## src/rtl/sync_frame_tx.sv

```systemverilog
// Serial frame transmitter: sync header, MSB-first payload, then an idle gap, one bit per clock.
// The line output j is registered and drives the sequence-detector input directly.
module sync_frame_tx #(
    parameter int unsigned          DATA_W   = 8,
    parameter int unsigned          SYNC_W   = 5,
    parameter logic [SYNC_W-1:0]    SYNC_PAT = 5'b10010,
    parameter int unsigned          GAP_LEN  = 2,
    parameter logic                 IDLE_BIT = 1'b0
) (
    input  logic              clk,
    input  logic              rst,
    input  logic              start,
    input  logic [DATA_W-1:0] data,
    output logic              j,
    output logic              ready,
    output logic              busy,
    output logic              done
);

    localparam int unsigned FRAME_W = SYNC_W + DATA_W;
    localparam int unsigned MAX_LEN = (SYNC_W > DATA_W)
                                      ? ((SYNC_W > GAP_LEN) ? SYNC_W : GAP_LEN)
                                      : ((DATA_W > GAP_LEN) ? DATA_W : GAP_LEN);
    localparam int unsigned CNT_W   = (MAX_LEN > 1) ? $clog2(MAX_LEN) : 1;

    localparam logic [CNT_W-1:0] SYNC_LOAD = CNT_W'(SYNC_W - 1);
    localparam logic [CNT_W-1:0] DATA_LOAD = CNT_W'(DATA_W - 1);
    localparam logic [CNT_W-1:0] GAP_LOAD  = (GAP_LEN > 0) ? CNT_W'(GAP_LEN - 1) : '0;

    localparam logic [1:0] StIdle = 2'd0;
    localparam logic [1:0] StSync = 2'd1;
    localparam logic [1:0] StData = 2'd2;
    localparam logic [1:0] StGap  = 2'd3;

    logic [1:0]         state_q, state_d;
    logic [CNT_W-1:0]   cnt_q, cnt_d;
    // Header and payload share one shift register; the MSB is always the next line bit.
    logic [FRAME_W-1:0] sreg_q, sreg_d;
    logic               j_q, j_d;
    logic               done_q, done_d;

    always_comb begin
        state_d = state_q;
        cnt_d   = cnt_q;
        sreg_d  = sreg_q;
        unique case (state_q)
            StIdle: begin
                if (start) begin
                    state_d = StSync;
                    cnt_d   = SYNC_LOAD;
                    sreg_d  = {SYNC_PAT, data};
                end
            end
            StSync: begin
                sreg_d = {sreg_q[FRAME_W-2:0], 1'b0};
                if (cnt_q == '0) begin
                    state_d = StData;
                    cnt_d   = DATA_LOAD;
                end else begin
                    cnt_d = cnt_q - CNT_W'(1);
                end
            end
            StData: begin
                sreg_d = {sreg_q[FRAME_W-2:0], 1'b0};
                if (cnt_q == '0) begin
                    if (GAP_LEN > 0) begin
                        state_d = StGap;
                        cnt_d   = GAP_LOAD;
                    end else begin
                        state_d = StIdle;
                        cnt_d   = '0;
                    end
                end else begin
                    cnt_d = cnt_q - CNT_W'(1);
                end
            end
            StGap: begin
                if (cnt_q == '0) begin
                    state_d = StIdle;
                end else begin
                    cnt_d = cnt_q - CNT_W'(1);
                end
            end
            default: begin
                state_d = StIdle;
                cnt_d   = '0;
            end
        endcase

        // Line bit is derived from the next state so it appears in step with busy.
        j_d    = ((state_d == StSync) || (state_d == StData)) ? sreg_d[FRAME_W-1] : IDLE_BIT;
        done_d = (state_q != StIdle) && (state_d == StIdle);
    end

    always_ff @(posedge clk or negedge rst) begin
        if (!rst) begin
            state_q <= StIdle;
            cnt_q   <= '0;
            sreg_q  <= '0;
            j_q     <= IDLE_BIT;
            done_q  <= 1'b0;
        end else begin
            state_q <= state_d;
            cnt_q   <= cnt_d;
            sreg_q  <= sreg_d;
            j_q     <= j_d;
            done_q  <= done_d;
        end
    end

    assign j     = j_q;
    assign ready = (state_q == StIdle);
    assign busy  = (state_q != StIdle);
    assign done  = done_q;

endmodule

```

## config.mk

```make
export PLATFORM = sky130hd
export DESIGN_NAME = sync_frame_tx
export DESIGN_NICKNAME = d
export VERILOG_FILES = /design/src/rtl/sync_frame_tx.sv
export SDC_FILE = /design/constraint.sdc
export NUM_CORES = 1
export LEC_CHECK = 0
export CORE_MARGIN = 1
export CORE_UTILIZATION = 53
export CTS_CLUSTER_DIAMETER = 120
export DETAILED_ROUTE_END_ITERATION = 8
export PLACE_DENSITY = 0.77
export SKIP_LAST_GASP = 1
export SLEW_MARGIN = 20
export SYNTH_ARGS = -nofsm -noshare
export SYNTH_HDL_FRONTEND = slang
export SYNTH_SLANG_ARGS = --single-unit
```

## constraint.sdc

```tcl
create_clock -name clk -period 2.2 [get_ports clk]
set_clock_uncertainty 0.2 [all_clocks]
set_input_delay 0.66 -clock clk [delete_from_list [all_inputs] [get_ports clk]]
set_output_delay 0.66 -clock clk [all_outputs]
set_load 0.02 [all_outputs]
```

==> results.txt <==
----------------------------------------------------
[Status]
  Status ... finished, final reports clean

[Clock tree]
  Clock tree root buffer cell ... clkbuf_4
  TritonCTS Buffers ... 3
  Number of buffers on the longest clock path ... 2
  Setup repair bufs after CTS ... 0
  Clock tree from TritonCTS ... yes
  Post-CTS clock slew at the launch and capture registers of the worst setup and hold paths ... roughly 0.1 ns
  Clock latency at the later pin of the worst-skew pair ... 0.29 ns
  Max H-tree Level ... 1
  Clock sink count ... 20

[Detailed routing]
  Top Metal Used ... met4
  Final wirelength ... 2170 um
  Length of the first detailed-routing pass in iterations ... 4
  Count of unresolved DRC violations after routing ... 0
  Routed met2 length ... 1170 um
  Met3 wirelength from detailed routing ... 53 um
  Iter 0 DRT Violations ... 22
  Post-DR wirelength/cell ... around 14 um
  Vias per inst ... approximately 5.4
  DRT antenna net count ... 0
  Wl on met1 ... 940 um
  Total number of vias ... 863

[STA]
  Final-report setup violation count ... 0
  Relative max-transition margin ... 0.803
  Hold Fails Final Rpt ... 0
  Final worst slack ... 0.110 ns
  Fmax achieved ... 479 MHz
  RSZ-0062 raised after global routing ... no
  Actual slew at the worst max-slew pin ... ~0.29 ns
  Final clock period utilization by the worst path ... 0.950
  Final hold slack ... slightly above 0.3 ns
  Final Max Slew Viols ... 0
  Minimum clock period ... roughly 2.1 ns

[Setup path]
  Longest individual stage delay on the worst path ... about 0.6 ns
  WP data required ... between 1 and 1.5 ns
  Family with the most delay on the worst path ... buffers and inverters
  Reg2reg setup slack ... 0.16 ns
  Critical path capture point type ... output pin
  Reg-to-Reg End ... j
  Maximum fanout count along the critical path ... 1
  Category of the critical setup timing path ... reg -> out
  CP bufs+invs ... 1
  Startpoint type of the worst setup path ... flop
  Crit path max-delay cell type ... clkdlybuf4s50_1
  R2r startpoint ... state_q[1]
  Crit path DAT ... between 1 and 1.5 ns
  R2R cell count ... 8
  Sequence of cells on the critical path ... clkdlybuf4s50_1

[Layout]
  Summed area of non-filler cells in the final layout ... 0.00135 mm2
  N_diodes ... 0
  Synthesis-to-finish area growth ... 20.4%
  # nets final ... 153
  Most frequent cells in the layout ... dfrtp_1, clkdlybuf4s50_1, inv_1, nor2_1
  Most common cell after layout, fill and taps aside ... dfrtp_1
  Fraction of final layout cells sized beyond drive strength 1 ... 0.226
  Fin cells ... 160
  Filler Cells Inserted ... 168
  Post-route core utilization ... 0.679

[Placed design]
  Post-detailed-placement cell area ... about 0.0013 mm2
  Placed cells ... 157
  Placement Setup Slack ... -0.102 ns
  DP HPWL ... around 1700 um
  # port buffers ... 14
  RePlAce Congestion ... 0.812

[Die]
  Die width ... 47.9 um
  Die outline height ... 47.9 um
  Starting density of the core ... 0.564
  Area of the placeable core ... 0.00198 mm2
  Die footprint ... 0.00230 mm2
  Number of standard-cell rows in the floorplan ... 16
  Count of pins on the block boundary ... 15

[Synthesis]
  Summed instance area of the synthesized netlist ... 0.00112 mm2
  Number of flops mapped to enable cells by yosys ... 0
  Area contributors post-synth ... dfrtp_1, ha_1, a21oi_2
  Share of synthesized area occupied by flip-flops and latches ... 0.447
  Synth Instances ... roughly 110
  Area share of the largest cell type after synthesis ... 0.447
  Syn nets ... roughly 130
  Synthesized area per cell ... ~9.9 um2
  Yosys Warn Count ... 0
  Seq cells post-synth ... 20
  Top cell type by total area after synthesis ... dfrtp_1
  Primary FF master, synth ... dfrtp_1
  Cell variety after synth ... 33
  Share of flip-flops with an asynchronous set or reset after synthesis ... 1.00

[Global route]
  Total grt overflow ... 0
  Overall fraction of global-route tracks in use ... 0.219
  Wire length of the first global-routing pass ... 3420 um
  Via count of the first global-routing pass ... 771
  Initial antenna violation count ... 0
  Pin count of the biggest net entering global routing ... 22

[Power]
  Peak ir drop on the vdd network ... 0.878 mV
  Leakage ... 0.613 nW
  Power density over cell area ... 1610 mW/mm2

[Hold path]
  End of the worst hold path ... cnt_q[1]
  Hold path startpoint ... cnt_q[1]
  Hold path depth ... 1
  Path class of the lowest-slack min-delay path ... reg -> reg

[Job]
  Max-cap check violation count ... 0

----------------------------------------------------
-- flip-flops by register name, summed over array words and instances, names as in the netlist --
| name | cells |
|---|---|
| cnt_q | 3 |
| done | 1 |
| j | 1 |
| sreg_q | 13 |
| state_q | 2 |
-- worst max-delay path by stage --
stage	startpoint	endpoint	slack, ns	cells past startpoint
floorplan	state_q[0]	j	0.1	8
global route	state_q[1]	j	0.05	8
global placement	start	j	0.001	5
finish	done	done	0.11	1
detailed placement	start	j	-0.10	5
CTS	state_q[1]	busy	-0.02	4
-- synth_stat cells, drive strengths merged, types with 2 or more instances --
cell type / number
o31ai: 2
nor2: 12
o21ai: 6
a21oi: 13
o22ai: 2
nand3: 3
inv: 11
nand2b: 2
and2: 2
nand2: 8
buf: 5
dfrtp: 20
ha: 7
nor2b: 4
a22oi: 7
-- cell families (layout without fill, tap and decap cells) --
logic type / Yosys count / after routing / synth area share
flip-flops: 20 / 20 / 0.447
adder cells (fa/ha/maj): 7 / 7 / 0.0783
AO/OA/AOI/OAI: 38 / 38 / 0.251
buffers and inverters: 17 / 37 / 0.0738
AND/OR/NAND/NOR: 31 / 31 / 0.150
-- where the power goes --
| group | internal [W] | switching [W] |
|---|---|---|
| clock network | 0.0000636 | 0.000102 |
| logic | 0.000616 | 0.000745 |
| registers | 0.000545 | 0.0000981 |
-- final cells by class --
type | count | area, um2 | area share
Clock buffer | 3 | 22.5 | 0.0167
Inverter | 11 | 41.3 | 0.0307
Multi-Input combinational cell | 76 | 538 | 0.400
Sequential cell | 20 | 500 | 0.372
Tap cell | 27 | 33.8 | 0.0251
Timing Repair Buffer | 23 | 210 | 0.156
-- layer usage --
layer,track usage,vias up
li1,-,432
met1,0.278,415
met2,0.376,14
met3,0.0340,2
met4,0.0833,0
met5,0,-
-- stage by stage --
stage / power, W / setup TNS (ns)
6_report: 0.00217 / 0
3_5_place_dp: 0.00203 / -0.102
3_3_place_gp: 0.00196 / 0
5_1_grt: 0.00236 / 0
2_1_floorplan: 0.00166 / 0
4_1_cts: 0.00219 / -0.0211
-- repair_timing --
action,CTS,global route
resized for setup,2,5
hold buffers,0,0
endpoints found under the setup margin,2,2
Note: power is estimated with default switching activity, not from simulation.
